## src/rtl/data_bus_arbiter_if.sv

```systemverilog
// ============================================================================
// Module   : data_bus_arbiter_if
// Purpose  : Requester, memory and IO signal bundle for data_bus_arbiter.
// Revision : 1.0 - initial release
// ============================================================================
`default_nettype none

interface data_bus_arbiter_if;
  // Requester 0 (CPU) and requester 1 (UART loader)
  logic        req0;
  logic        req1;
  logic        write0;
  logic        write1;
  logic        is_io0;
  logic        is_io1;
  logic [31:0] addr0;
  logic [31:0] addr1;
  logic [31:0] wdata0;
  logic [31:0] wdata1;
  logic        gnt0;
  logic        gnt1;
  logic        done0;
  logic        done1;
  logic [31:0] rdata;
  logic        bus_error;

  // Data memory port
  logic [31:0] mem_addr;
  logic [31:0] mem_wdata;
  logic        mem_read;
  logic        mem_write;
  logic [31:0] mem_rdata;

  // IO port
  logic [31:0] io_addr;
  logic [31:0] io_wdata;
  logic        io_read;
  logic        io_write;
  logic [15:0] io_rdata;
  logic        io_ready;

  modport master (
    output req0, req1, write0, write1, is_io0, is_io1,
    output addr0, addr1, wdata0, wdata1,
    input  gnt0, gnt1, done0, done1, rdata, bus_error,
    input  mem_addr, mem_wdata, mem_read, mem_write,
    output mem_rdata,
    input  io_addr, io_wdata, io_read, io_write,
    output io_rdata, io_ready
  );

  modport slave (
    input  req0, req1, write0, write1, is_io0, is_io1,
    input  addr0, addr1, wdata0, wdata1,
    output gnt0, gnt1, done0, done1, rdata, bus_error,
    output mem_addr, mem_wdata, mem_read, mem_write,
    input  mem_rdata,
    output io_addr, io_wdata, io_read, io_write,
    input  io_rdata, io_ready
  );
endinterface

`default_nettype wire

```

## src/rtl/data_bus_arbiter.sv

```systemverilog
// ============================================================================
// Module   : data_bus_arbiter
// Purpose  : Round-robin arbiter sharing the data memory / IO path between
//            the CPU and the UART loader, with IO ready timeout.
// Revision : 1.0 - initial release
// ============================================================================
`default_nettype none

module data_bus_arbiter #(
  parameter int MEM_LATENCY = 1,
  parameter int IO_TIMEOUT  = 15
) (
  input logic               clk,
  input logic               rst_n,
  data_bus_arbiter_if.slave bus
);

  localparam logic [1:0] S_IDLE = 2'd0;
  localparam logic [1:0] S_MEM  = 2'd1;
  localparam logic [1:0] S_IO   = 2'd2;
  localparam logic [1:0] S_DONE = 2'd3;

  localparam logic [7:0] MEM_LAST = 8'(MEM_LATENCY - 1);
  localparam logic [7:0] IO_LAST  = 8'(IO_TIMEOUT - 1);

  logic [1:0]  r_state;
  logic [1:0]  w_next;

  logic        r_sel;
  logic        r_prio;
  logic        r_write;
  logic        r_io;
  logic [31:0] r_addr;
  logic [31:0] r_wdata;
  logic [7:0]  r_cnt;
  logic [31:0] r_rdata;
  logic        r_err;

  logic        w_any;
  logic        w_pick1;
  logic        w_mem_last;
  logic        w_io_last;

  logic        w_gnt0;
  logic        w_gnt1;
  logic        w_done0;
  logic        w_done1;
  logic [31:0] w_rdata;
  logic        w_bus_error;
  logic [31:0] w_mem_addr;
  logic [31:0] w_mem_wdata;
  logic        w_mem_read;
  logic        w_mem_write;
  logic [31:0] w_io_addr;
  logic [31:0] w_io_wdata;
  logic        w_io_read;
  logic        w_io_write;

  // r_prio names the requester that wins when both ask at once
  assign w_any      = bus.req0 | bus.req1;
  assign w_pick1    = bus.req1 & (~bus.req0 | r_prio);
  assign w_mem_last = (r_cnt == MEM_LAST);
  assign w_io_last  = (r_cnt == IO_LAST);

  always_ff @(posedge clk or negedge rst_n) begin
    if (!rst_n) begin
      r_state <= S_IDLE;
    end else begin
      r_state <= w_next;
    end
  end

  always_comb begin
    w_next = r_state;
    case (r_state)
      S_IDLE: begin
        if (w_any) begin
          w_next = (w_pick1 ? bus.is_io1 : bus.is_io0) ? S_IO : S_MEM;
        end
      end
      S_MEM: begin
        if (w_mem_last) begin
          w_next = S_DONE;
        end
      end
      S_IO: begin
        if (bus.io_ready || w_io_last) begin
          w_next = S_DONE;
        end
      end
      S_DONE:  w_next = S_IDLE;
      default: w_next = S_IDLE;
    endcase
  end

  always_ff @(posedge clk or negedge rst_n) begin
    if (!rst_n) begin
      r_sel   <= 1'b0;
      r_prio  <= 1'b0;
      r_write <= 1'b0;
      r_io    <= 1'b0;
      r_addr  <= 32'd0;
      r_wdata <= 32'd0;
      r_cnt   <= 8'd0;
      r_rdata <= 32'd0;
      r_err   <= 1'b0;
    end else begin
      case (r_state)
        S_IDLE: begin
          if (w_any) begin
            r_sel   <= w_pick1;
            r_write <= w_pick1 ? bus.write1 : bus.write0;
            r_io    <= w_pick1 ? bus.is_io1 : bus.is_io0;
            r_addr  <= w_pick1 ? bus.addr1  : bus.addr0;
            r_wdata <= w_pick1 ? bus.wdata1 : bus.wdata0;
            r_cnt   <= 8'd0;
            r_rdata <= 32'd0;
            r_err   <= 1'b0;
          end
        end
        S_MEM: begin
          if (w_mem_last) begin
            if (!r_write) begin
              r_rdata <= bus.mem_rdata;
            end
          end else begin
            r_cnt <= r_cnt + 8'd1;
          end
        end
        S_IO: begin
          // Ready on the timeout cycle still counts as a successful access
          if (bus.io_ready) begin
            if (!r_write) begin
              r_rdata <= {16'd0, bus.io_rdata};
            end
          end else if (w_io_last) begin
            r_err   <= 1'b1;
            r_rdata <= 32'd0;
          end else begin
            r_cnt <= r_cnt + 8'd1;
          end
        end
        S_DONE: begin
          r_prio <= ~r_sel;
        end
        default: ;
      endcase
    end
  end

  always_comb begin
    w_gnt0      = 1'b0;
    w_gnt1      = 1'b0;
    w_done0     = 1'b0;
    w_done1     = 1'b0;
    w_rdata     = 32'd0;
    w_bus_error = 1'b0;
    w_mem_addr  = 32'd0;
    w_mem_wdata = 32'd0;
    w_mem_read  = 1'b0;
    w_mem_write = 1'b0;
    w_io_addr   = 32'd0;
    w_io_wdata  = 32'd0;
    w_io_read   = 1'b0;
    w_io_write  = 1'b0;
    case (r_state)
      S_IDLE: begin
        // Grants are combinational, so keep them quiet while reset is held
        w_gnt0 = rst_n & w_any & ~w_pick1;
        w_gnt1 = rst_n & w_any & w_pick1;
      end
      S_MEM: begin
        w_mem_addr  = r_addr;
        w_mem_wdata = r_wdata;
        w_mem_read  = ~r_write;
        w_mem_write = r_write;
      end
      S_IO: begin
        w_io_addr  = r_addr;
        w_io_wdata = r_wdata;
        w_io_read  = ~r_write;
        w_io_write = r_write;
      end
      S_DONE: begin
        w_done0     = ~r_sel;
        w_done1     = r_sel;
        w_rdata     = r_rdata;
        w_bus_error = r_err;
      end
      default: ;
    endcase
  end

  assign bus.gnt0      = w_gnt0;
  assign bus.gnt1      = w_gnt1;
  assign bus.done0     = w_done0;
  assign bus.done1     = w_done1;
  assign bus.rdata     = w_rdata;
  assign bus.bus_error = w_bus_error;
  assign bus.mem_addr  = w_mem_addr;
  assign bus.mem_wdata = w_mem_wdata;
  assign bus.mem_read  = w_mem_read;
  assign bus.mem_write = w_mem_write;
  assign bus.io_addr   = w_io_addr;
  assign bus.io_wdata  = w_io_wdata;
  assign bus.io_read   = w_io_read;
  assign bus.io_write  = w_io_write;

endmodule

`default_nettype wire

```

## src/flat_wrapper.sv

```systemverilog
// flat-port wrapper written by rule: the top's interface ports become plain ports
module data_bus_arbiter_flat 
#(
  parameter int MEM_LATENCY = 1,
  parameter int IO_TIMEOUT  = 15
)
  (clk, rst_n, bus_req0, bus_req1, bus_write0, bus_write1, bus_is_io0, bus_is_io1, bus_addr0, bus_addr1, bus_wdata0, bus_wdata1, bus_gnt0, bus_gnt1, bus_done0, bus_done1, bus_rdata, bus_bus_error, bus_mem_addr, bus_mem_wdata, bus_mem_read, bus_mem_write, bus_mem_rdata, bus_io_addr, bus_io_wdata, bus_io_read, bus_io_write, bus_io_rdata, bus_io_ready);
  data_bus_arbiter_if bus_i ();
  input logic clk;
  input logic rst_n;
  input wire logic [$bits(bus_i.req0)-1:0] bus_req0;
  input wire logic [$bits(bus_i.req1)-1:0] bus_req1;
  input wire logic [$bits(bus_i.write0)-1:0] bus_write0;
  input wire logic [$bits(bus_i.write1)-1:0] bus_write1;
  input wire logic [$bits(bus_i.is_io0)-1:0] bus_is_io0;
  input wire logic [$bits(bus_i.is_io1)-1:0] bus_is_io1;
  input wire logic [$bits(bus_i.addr0)-1:0] bus_addr0;
  input wire logic [$bits(bus_i.addr1)-1:0] bus_addr1;
  input wire logic [$bits(bus_i.wdata0)-1:0] bus_wdata0;
  input wire logic [$bits(bus_i.wdata1)-1:0] bus_wdata1;
  output wire logic [$bits(bus_i.gnt0)-1:0] bus_gnt0;
  output wire logic [$bits(bus_i.gnt1)-1:0] bus_gnt1;
  output wire logic [$bits(bus_i.done0)-1:0] bus_done0;
  output wire logic [$bits(bus_i.done1)-1:0] bus_done1;
  output wire logic [$bits(bus_i.rdata)-1:0] bus_rdata;
  output wire logic [$bits(bus_i.bus_error)-1:0] bus_bus_error;
  output wire logic [$bits(bus_i.mem_addr)-1:0] bus_mem_addr;
  output wire logic [$bits(bus_i.mem_wdata)-1:0] bus_mem_wdata;
  output wire logic [$bits(bus_i.mem_read)-1:0] bus_mem_read;
  output wire logic [$bits(bus_i.mem_write)-1:0] bus_mem_write;
  input wire logic [$bits(bus_i.mem_rdata)-1:0] bus_mem_rdata;
  output wire logic [$bits(bus_i.io_addr)-1:0] bus_io_addr;
  output wire logic [$bits(bus_i.io_wdata)-1:0] bus_io_wdata;
  output wire logic [$bits(bus_i.io_read)-1:0] bus_io_read;
  output wire logic [$bits(bus_i.io_write)-1:0] bus_io_write;
  input wire logic [$bits(bus_i.io_rdata)-1:0] bus_io_rdata;
  input wire logic [$bits(bus_i.io_ready)-1:0] bus_io_ready;
  assign bus_i.req0 = bus_req0;
  assign bus_i.req1 = bus_req1;
  assign bus_i.write0 = bus_write0;
  assign bus_i.write1 = bus_write1;
  assign bus_i.is_io0 = bus_is_io0;
  assign bus_i.is_io1 = bus_is_io1;
  assign bus_i.addr0 = bus_addr0;
  assign bus_i.addr1 = bus_addr1;
  assign bus_i.wdata0 = bus_wdata0;
  assign bus_i.wdata1 = bus_wdata1;
  assign bus_gnt0 = bus_i.gnt0;
  assign bus_gnt1 = bus_i.gnt1;
  assign bus_done0 = bus_i.done0;
  assign bus_done1 = bus_i.done1;
  assign bus_rdata = bus_i.rdata;
  assign bus_bus_error = bus_i.bus_error;
  assign bus_mem_addr = bus_i.mem_addr;
  assign bus_mem_wdata = bus_i.mem_wdata;
  assign bus_mem_read = bus_i.mem_read;
  assign bus_mem_write = bus_i.mem_write;
  assign bus_i.mem_rdata = bus_mem_rdata;
  assign bus_io_addr = bus_i.io_addr;
  assign bus_io_wdata = bus_i.io_wdata;
  assign bus_io_read = bus_i.io_read;
  assign bus_io_write = bus_i.io_write;
  assign bus_i.io_rdata = bus_io_rdata;
  assign bus_i.io_ready = bus_io_ready;
  data_bus_arbiter #(.MEM_LATENCY(MEM_LATENCY), .IO_TIMEOUT(IO_TIMEOUT)) u_core (.clk(clk), .rst_n(rst_n), .bus(bus_i));
endmodule
```

## config.mk

```make
export PLATFORM = sky130hd
export DESIGN_NAME = data_bus_arbiter_flat
export DESIGN_NICKNAME = d
export VERILOG_FILES = /design/src/rtl/data_bus_arbiter_if.sv /design/src/rtl/data_bus_arbiter.sv /design/src/flat_wrapper.sv
export SDC_FILE = /design/constraint.sdc
export NUM_CORES = 1
export LEC_CHECK = 0
export ABC_CLOCK_PERIOD_IN_PS = 2500
export CAP_MARGIN = 20
export CORE_AREA = 2 2 139 141
export DETAILED_ROUTE_END_ITERATION = 12
export DIE_AREA = 0 0 141 143
export GPL_ROUTABILITY_DRIVEN = 1
export GPL_TIMING_DRIVEN = 0
export PLACE_DENSITY = 0.84
export SLEW_MARGIN = 10
export SYNTH_ARGS = -nofsm -noshare
export SYNTH_HDL_FRONTEND = slang
export SYNTH_SLANG_ARGS = --single-unit
```

## constraint.sdc

```tcl
create_clock -name clk -period 2.5 [get_ports clk]
set_clock_uncertainty 0.2 [all_clocks]
set_input_delay 0.5 -clock clk [delete_from_list [all_inputs] [get_ports clk]]
set_output_delay 0.5 -clock clk [all_outputs]
set_load 0.1 [all_outputs]
```

* After elaboration in Yosys (flattened, before gate mapping)
Cells that the tools add are included.
** Cells by class
- Add/subtract/negate cells :: 1
- Eq/ne operators :: 14
- Mux-type cells :: 39
- Bitwise operators :: 10
- Reduce and logical (&&, ||, !) cells :: 10
** Operator list (number)
- $mux 32 :: 13
- $pmux 32 s3 :: 1
- $mux 8 :: 4
- $pmux 8 s3 :: 1
- $mux 1 :: 14
- $add 8x1->8 const B :: 1
- $eq 8x4->1 const B :: 1
- $logic_not 8->1 :: 1
- $mux 2 :: 4
- $ne 2x1->1 const B :: 4
- $ne 2x2->1 const B :: 4
- $pmux 2 s4 :: 1
- $reduce_and 6->1 :: 1
- $reduce_and 5->1 :: 1
- $and 1x1->1 :: 4
- $eq 2x2->1 const B :: 2
- $not 1->1 :: 4
- $reduce_and 4->1 :: 1
- $ne 3x2->1 const B :: 1
- $ne 3x3->1 const B :: 1
- $reduce_and 3->1 :: 1
- $reduce_bool 3->1 :: 1
- $eq 2x1->1 const B :: 1
- $logic_not 2->1 :: 1
- other kinds (5) :: 6
** Word-level totals
- Bits in registers :: 110
- Output and inout port bits :: 169
- Word-level logic and storage cells :: 83

* Logic depth before layout (Yosys ltp)
Gate-level depths: netlist of the first run.
- Word-level depth :: 7
- Depth in mapped cells :: 9

* Least setup slack after synthesis of the first run
No wires, ideal clock.
- Kind :: in2out
- From :: in bus_req0
- To :: out bus_gnt0
- Arrival time :: 3550 ps
- Slack :: -1750 ps
- Stages :: 6
- Buffers on the path :: 2
- Cells stage by stage :: inv_1 > o21ai_1 > buf_2 > buf_2 > inv_1 > nor3b_1
** On the way
- Longest elaborated chain between the ends :: 6
** RTL lines
- start, declared :: RTL line flat_wrapper.sv:11 : input wire logic [$bits(bus_i.req0)-1:0] bus_req0;
- $not 1->1 :: RTL line data_bus_arbiter.sv:61 : assign w_pick1 = bus.req1 & (~bus.req0 | r_prio);
- $or 1x1->1 :: RTL line data_bus_arbiter.sv:61
- $and 1x1->1 :: RTL line data_bus_arbiter.sv:61
- $not 1->1 :: RTL line data_bus_arbiter.sv:169 : w_gnt0 = rst_n & w_any & ~w_pick1;
- $and 1x1->1 * :: RTL line data_bus_arbiter.sv:169
- $mux 1 * :: RTL line data_bus_arbiter.sv:166 : case (r_state)
- end, declared :: RTL line flat_wrapper.sv:21 : output wire logic [$bits(bus_i.gnt0)-1:0] bus_gnt0;
Mark *: on every way between the ends. The rest lies on a longest branch, timed or not.

* Worst setup path after layout of the first run
- From :: reg u_core.r_state[1]
- To :: out bus_io_wdata[3]
** On the way
- Longest elaborated chain between the ends :: 2
** RTL lines
- start, declared :: RTL line data_bus_arbiter.sv:26 : logic [1:0] r_state;
- start signal, assigned :: RTL line data_bus_arbiter.sv:69 : r_state <= w_next;
- $eq 2x2->1 :: RTL line data_bus_arbiter.sv:166
- $mux 32 :: RTL line data_bus_arbiter.sv:166
- end, declared :: RTL line flat_wrapper.sv:33 : output wire logic [$bits(bus_i.io_wdata)-1:0] bus_io_wdata;
Every way passes these cells.

==> results of run 1 <==
flip-flops by register name, summed over array words and instances (netlist names):
| signal | count |
|---|---|
| u_core.r_prio | 1 |
| u_core.r_addr | 32 |
| u_core.r_wdata | 32 |
| u_core.r_cnt | 8 |
| u_core.r_state | 2 |
| u_core.r_rdata | 32 |
| u_core.r_write | 1 |
| u_core.r_err | 1 |
| u_core.r_sel | 1 |
cells by family after synthesis:
group / share of synthesized area, %
and+or+nand+nor: 24.9
AOI/OAI and AO/OA: 10.2
buffers and inverters: 4.77
muxes: 16.3
DFF: 42.1
adders and majority gates: 1.72
Yosys cell counts (6+ instances only):
| master | instances | area (um2) |
|---|---|---|
| a22o_1 | 17 | 149 |
| inv_1 | 24 | 90.1 |
| dfrtp_1 | 110 | 2750 |
| mux2_4 | 14 | 210 |
| buf_2 | 6 | 30.0 |
| nand3b_1 | 6 | 45.0 |
| ha_1 | 9 | 113 |
| nand2_1 | 92 | 345 |
| nor2b_1 | 6 | 37.5 |
| mux2i_1 | 82 | 821 |
| o21ai_0 | 74 | 370 |
| clkbuf_1 | 43 | 161 |
| and2_1 | 165 | 1030 |
report_power, final:
group          switching (uW)  internal, uW  total (uW)
Clock                     703           716        1420
Sequential                610          2580        3190
Combinational            8820          4680       13500
Total                   10100          7980       18100
worst reg2reg max path, delay by kind of cell (launching register included):
family	cells	cell delay, ns
AOI/OAI and AO/OA	1	0.31
buffers and inverters	1	0.21
muxes	1	0.31
and+or+nand+nor	2	0.81
DFF	1	0.43
what timing repair did:
item                                    4_1_cts  5_1_grt
hold endpoints to repair                     61       61
setup buffers                                 2       18
pin swaps                                     1        3
endpoints found under the setup margin      207      204
resized for setup                          1048      435
cloned                                        0        1
metal layers:
layer  wire length, um  up-vias  global-route usage [%]
met1              9650     3129                    26.8
met3              1700       56                    6.67
met4               791        0                    9.37
met2             13500      250                    40.8
met5                 0        -                       0
li1                  -     3066                       -
area by class of cell:
cell class	instances	area (um2)	area share, %
Clock inverter	4	42.5	0.352
Timing Repair Buffer	375	4610	38.1
Tap cell	234	293	2.42
Sequential cell	110	2760	22.8
Buffer	46	329	2.72
Clock buffer	11	243	2.01
Multi-Input combinational cell	511	3720	30.8
Inverter	24	96.3	0.797
metrics by stage:
stage          util (%)  hold WS [ns]  TNS, ns  std cells  total power, uW
3_5_place_dp       56.8         0.277  -212.72       1286            14800
6_report           65.1        -0.171   -0.197       1315            18100
5_1_grt            65.1        -0.164    -5.66       1315            18800
3_3_place_gp       56.7         0.269  -619.29       1285            14600
4_1_cts            57.9       -0.0621   -37.94       1301            16300
2_1_floorplan         -       0.00441   -0.296        698            11800
worst min-delay path by stage:
stage | startpoint | endpoint | slack, ns
after global placement | u_core.r_addr[19]$_DFFE_PN0P_ | u_core.r_addr[19]$_DFFE_PN0P_ | 0.27
after detailed placement | u_core.r_addr[11]$_DFFE_PN0P_ | u_core.r_addr[11]$_DFFE_PN0P_ | 0.28
after CTS | rst_n | u_core.r_addr[31]$_DFFE_PN0P_ | -0.06
after floorplan | rst_n | u_core.r_addr[0]$_DFFE_PN0P_ | 0.004
after global routing | rst_n | u_core.r_addr[31]$_DFFE_PN0P_ | -0.16
final | rst_n | u_core.r_addr[31]$_DFFE_PN0P_ | -0.17
==> impl_results.md, run 1 <==
* Max-cap violations at 0
* WP data arrival at 1.82 ns
* Post-synth cell types at 38
* Failing checks: negative hold slack, negative setup slack
* Crit-path slowest cell: dfrtp_2
* End of the critical path: bus_io_wdata[3]
* Reg2Reg Capture Point: u_core.r_rdata[14]$_DFFE_PN0P_
* Via/cell ratio at 4.94
* Router iterations before antenna repair at 4
* Initial DRC Count at 318
* Achievable frequency at 396 MHz
* Die Wd at 141 um
* Period utilization at 101%
* CTS buffer count at 9
* CP Data Required Time at 1.80 ns
* Layout cells sized above 1 at 35.2%
* Port bufs at 353
* TritonCTS clock tree: yes
* Mapped Nets at 892
* Final Setup Violations at 19
* Largest net degree at the start of global routing at 63
* Fraction of registers with async set/reset at 100%
* Status: complete, but fails checks
* Die H at 143 um
* GRT overflow at 0
* # nets final at 1271
* Post-synthesis average cell area at 9.36 um2
* WP buf/inv at 4
* Mapped cell area at 0.00653 mm2
* Post-route minimum period at 2.52 ns
* Most frequent cells in the layout: clkdlybuf4s50_1 (181), dfrtp_1 (108), nand2_1 (92), and2_2 (82), mux2i_1 (82)
* Drt wl/cell at 19.5 um
* Reg2reg path depth at 5
* Root Buffer: clkbuf_16
* Sequential fraction of the synthesis area at 42.1%
* Final wirelength at 25600 um
* Maximum vdd drop at 1150 uV
* RSZ-0062 raised after global routing: true
* Clock transition at path regs at 0.08 ns
* Ports at 354
* Most common cell after layout, fill and taps aside: clkdlybuf4s50_1
* Final worst slack at -0.0243 ns
* Max_slew headroom at 44.6%
* CP Launch Type: flip-flop
* Routed Antenna Nets at 0
* Synthesis-to-finish area growth at 85.1%
* Synth Register Bits at 110
* Core area at 0.0186 mm2
* Site Rows at 50
* Reg2reg start: u_core.r_cnt[5]$_DFFE_PN0P_
* Cells after Synth at 698
* Number of synthesized flops with an enable pin at 0
* LEAKAGE at 0.00562 uW
* Via count at 6501
* Hold WS at -0.171 ns
* Critical Path Max Stage Delay at 0.45 ns
* Clock Latency Late Sink at 0.36 ns
* Cell family with most CP delay: buffers and inverters
* Fillcell total at 1383
* Placement Cell Area at 0.0106 mm2
* Placer Congestion at 0.869
* Worst setup startpoint: u_core.r_state[1]$_DFFE_PN0P_
* Worst-case clock buffer depth at 2
* Fin. Hold Viols at 61
* GRT Total Usage at 23.3%
* Yosys warning total at 0
* First-pass GRT wire length at 36200 um
* Initial antenna violation count at 0
* Slew Viols, Final at 0
* Least-Margin Pin Slew at 0.832 ns
* Worst-path maximum fanout at 7
* Crit path top cell by count: clkbuf_16
* Antenna diodes at 0
* Worst min-delay path class: input port to async pin
* Pwr dens at 1500 mW/mm2
* DP Wirelength at 18800 um
* DIE AREA at 0.0202 mm2
* Htree depth at 3
* Main synth FF type: dfrtp_1
* CTS Sinks at 110
* Setup slack at placement at -1.72 ns
* Worst setup EP type: primary output
* Fin area at 0.0121 mm2
* Vias in the first global route at 6503
* Worst setup path category: flip-flop to primary output
* Reg-to-reg setup timing slack at 0.11 ns
* Crit. path cell count at 6
* # DRC at 0
* Initial core utilization at 35.2%
* CP cell instances: buf_6, ha_4, clkbuf_16, clkbuf_16, and2_2, buf_12
No activity file was read; power rests on OpenSTA's default activity.
==> inputs of run 2 (changes only) <==
--- a/config.mk
+++ b/config.mk
@@ -13,6 +13,7 @@
 export GPL_ROUTABILITY_DRIVEN = 1
 export GPL_TIMING_DRIVEN = 0
 export PLACE_DENSITY = 0.84
+export SETUP_SLACK_MARGIN = 0.15
 export SLEW_MARGIN = 10
 export SYNTH_ARGS = -nofsm -noshare
 export SYNTH_HDL_FRONTEND = slang
==> constraint.sdc (replaced) <==
create_clock -name clk -period 2.5 [get_ports clk]
set_clock_uncertainty 0.2 [all_clocks]
set_input_delay 0.5 -clock clk [delete_from_list [all_inputs] [get_ports clk]]
set_output_delay 0.5 -clock clk [all_outputs]
set_load 0.05 [all_outputs]
==> impl_results.md, run 2 (same netlist as run 1, synthesis figures left out) <==
* DIE AREA at 0.0202 mm2 (unchanged)
* Switching Fraction at 46.1% (-9.8 points)
* Core area at 0.0186 mm2 (unchanged)
* CP Launch Type: flip-flop
* Flip-flop and latch area at 0.00276 mm2 (unchanged)
* Reg-to-reg setup timing slack at -0.06 ns (-0.17 ns)
* Least-Margin Pin Slew at 0.842 ns (+0.0100 ns)
* # DRC at 0 (unchanged)
* Multi-input gate area at 0.00395 mm2 (+6.1%)
* Clk pwr share at 8.1% (+0.3 points)
* Worst setup path category: flip-flop to primary output
* Max-cap violations at 0 (unchanged)
* Number of cells after detailed placement at 1286 (unchanged)
* Achievable frequency at 373 MHz (-5.8%)
* LEAKAGE at 0.00615 uW (+9.4%)
* Htree depth at 3 (unchanged)
* Port bufs at 353 (unchanged)
* GRT Total Usage at 25.2% (+1.9 points)
* Met3 WL at 1980 um (+17%)
* Router iterations before antenna repair at 5 (+1)
* Worst setup EP type: primary output
* Failing checks: negative setup slack
* Crit-path slowest cell: dfrtp_1
* Top sig layer: met4
* CP Data Required Time at 1.80 ns (about the same)
* Initial core utilization at 35.2% (unchanged)
* Antenna diodes at 0 (unchanged)
* Placer Congestion at 0.837 (-3.6%)
* Most common cell after layout, fill and taps aside: clkdlybuf4s50_1
* Critical Path Max Stage Delay at 0.43 ns (-0.02 ns)
* Site Rows at 50 (unchanged)
* TritonCTS clock tree: yes
* Die H at 143 um (unchanged)
* Flop pwr share at 19.1% (+1.5 points)
* Largest net degree at the start of global routing at 47 (-25%)
* Setup slack at placement at -1.98 ns (-0.257 ns)
* # nets final at 1314 (+3.4%)
* Initial antenna violation count at 0 (unchanged)
* Drt wl/cell at 21.5 um (+10%)
* Via/cell ratio at 5.15 (+4.2%)
* Top Registers: u_core.r_addr: 32 flops, u_core.r_rdata: 32 flops, u_core.r_wdata: 32 flops
* Root Buffer: clkbuf_16
* Crit path top cell by count: clkbuf_16
* Logic pwr share at 72.8% (-1.7 points)
* Layout cells sized above 1 at 41.9% (+6.8 points)
* Int Pwr at 9260 uW (+16%)
* Ports at 354 (unchanged)
* WP data arrival at 1.98 ns (+0.16 ns)
* Fillcell total at 1286 (-7.0%)
* Final Non-Filler Cells at 1358 (+3.3%)
* Worst-case clock buffer depth at 2 (unchanged)
* CP cell instances: buf_6, buf_6, ha_4, clkbuf_16, clkbuf_16, clkbuf_16, and2_4, buf_8
* First-pass GRT wire length at 39000 um (+7.8%)
* Die Wd at 141 um (unchanged)
* Final worst slack at -0.181 ns (-0.157 ns)
* Hold WS at 0.0135 ns (+0.184 ns)
* Most frequent cells in the layout: clkdlybuf4s50_1 (181), buf_8 (146), and2_4 (144), dfrtp_1 (108), nand2_1 (92)
* Routed Antenna Nets at 0 (unchanged)
* Max_slew headroom at 43.9% (-0.67 points)
* CTS Sinks at 110 (unchanged)
* Wl on met1 at 10900 um (+13%)
* Post-layout util at 70.0% (+5.0 points)
* Clock transition at path regs at 0.08 ns (about the same)
* CTS buffer count at 9 (unchanged)
* Post-route minimum period at 2.68 ns (+0.157 ns)
* Final wirelength at 29100 um (+14%)
* Slew Viols, Final at 0 (unchanged)
* Pwr dens at 1320 mW/mm2 (-12%)
* Vias in the first global route at 6863 (+5.5%)
* Met2 wire len at 15200 um (+13%)
* Initial DRC Count at 427 (+34%)
* GRT overflow at 0 (unchanged)
* Via count at 6996 (+7.6%)
* Final Setup Violations at 96 (+77)
* Fin. Hold Viols at 0 (-100%)
* Fin area at 0.0130 mm2 (+7.6%)
* RSZ-0062 raised after global routing: true
* Worst min-delay path class: input port to async pin
* DP Wirelength at 18600 um (-1.2%)
* Clock Latency Late Sink at 0.35 ns (about the same)
* Synthesis-to-finish area growth at 99.3%
* Maximum vdd drop at 862 uV (-25%)
* Period utilization at 107% (+6.3 points)
* Status: complete, but fails checks
* Worst-path maximum fanout at 8 (+1)
* Net switching power at 7920 uW (-22%)
* Placement Cell Area at 0.0105 mm2 (-0.66%)
==> run 2: cell types whose count changed in the layout (fill, tap and decap cells not counted), sizes merged <==
| cell | before | now |
|---|---|---|
| buf | 208 | 241 |
| clkdlybuf4s18 | 1 | 0 |
| clkbuf | 41 | 49 |
| inv | 24 | 27 |
| clkdlybuf4s15 | 0 | 1 |
| bufbuf | 0 | 1 |
| clkinv | 3 | 2 |
| dlygate4sd2 | 1 | 0 |
==> run 2: path summary, 6_finish.rpt <==
path                                               start                            end  depth (start not counted)
max                        u_core.r_state[1]$_DFFE_PN0P_               bus_io_wdata[10]                          8
min                                                rst_n  u_core.r_addr[24]$_DFFE_PN0P_                          3
max in group asynchronous                          rst_n  u_core.r_wdata[0]$_DFFE_PN0P_                          3
min reg2reg                 u_core.r_addr[9]$_DFFE_PN0P_   u_core.r_addr[9]$_DFFE_PN0P_                          2
max reg2reg                u_core.r_state[1]$_DFFE_PN0P_  u_core.r_rdata[7]$_DFFE_PN0P_                         10
min in group clk            u_core.r_addr[9]$_DFFE_PN0P_   u_core.r_addr[9]$_DFFE_PN0P_                          2
==> run 2: repair_timing <==
item                                    CTS  global route
hold buffers                              3             0
buffers inserted                         19            14
gates resized for setup                1284           362
pin swaps                                 5            21
setup endpoints to repair               274           207
cloned                                    7            14
endpoints found under the hold margin    46             0
==> run 2: power groups by stage <==
stage	Combinational, uW	Clock, uW	Sequential, uW
after floorplan	5870	0	2940
after global placement	8490	0	3100
after detailed placement	8630	0	3140
after CTS	10500	1430	3140
after global routing	13000	1490	3360
final	12500	1400	3280
==> run 2: area by class of cell <==
| class | count | share of cell area [%] |
|---|---|---|
| buffer | 53 | 4.66 |
| clock buffer | 9 | 1.73 |
| clock inverter | 6 | 0.356 |
| inverter | 24 | 0.711 |
| multi-input combinational | 511 | 30.4 |
| sequential | 110 | 21.2 |
| tap | 234 | 2.25 |
| timing repair buffer | 411 | 38.7 |
==> run 2: worst max-delay path, delay by kind of cell, from the launching register on <==
family | cells | cell delay, ns
adders and majority gates | 1 | 0.17
and+or+nand+nor | 1 | 0.14
DFF | 1 | 0.43
buffers and inverters | 6 | 0.88
==> run 2: routing by layer <==
metal / global-route usage [%] / up-vias
met5: 0 / -
met4: 7.95 / 0
met3: 4.93 / 60
met2: 46.4 / 347
met1: 29.5 / 3431
li1: - / 3158
==> run 2: metrics by stage <==
| step | power (uW) | setup TNS (ns) |
|---|---|---|
| after floorplan | 8810 | -0.0107 |
| after global placement | 11600 | -592.51 |
| after detailed placement | 11800 | -184.99 |
| after CTS | 15100 | -8.17 |
| after global routing | 17900 | -16.07 |
| final | 17200 | -8.65 |
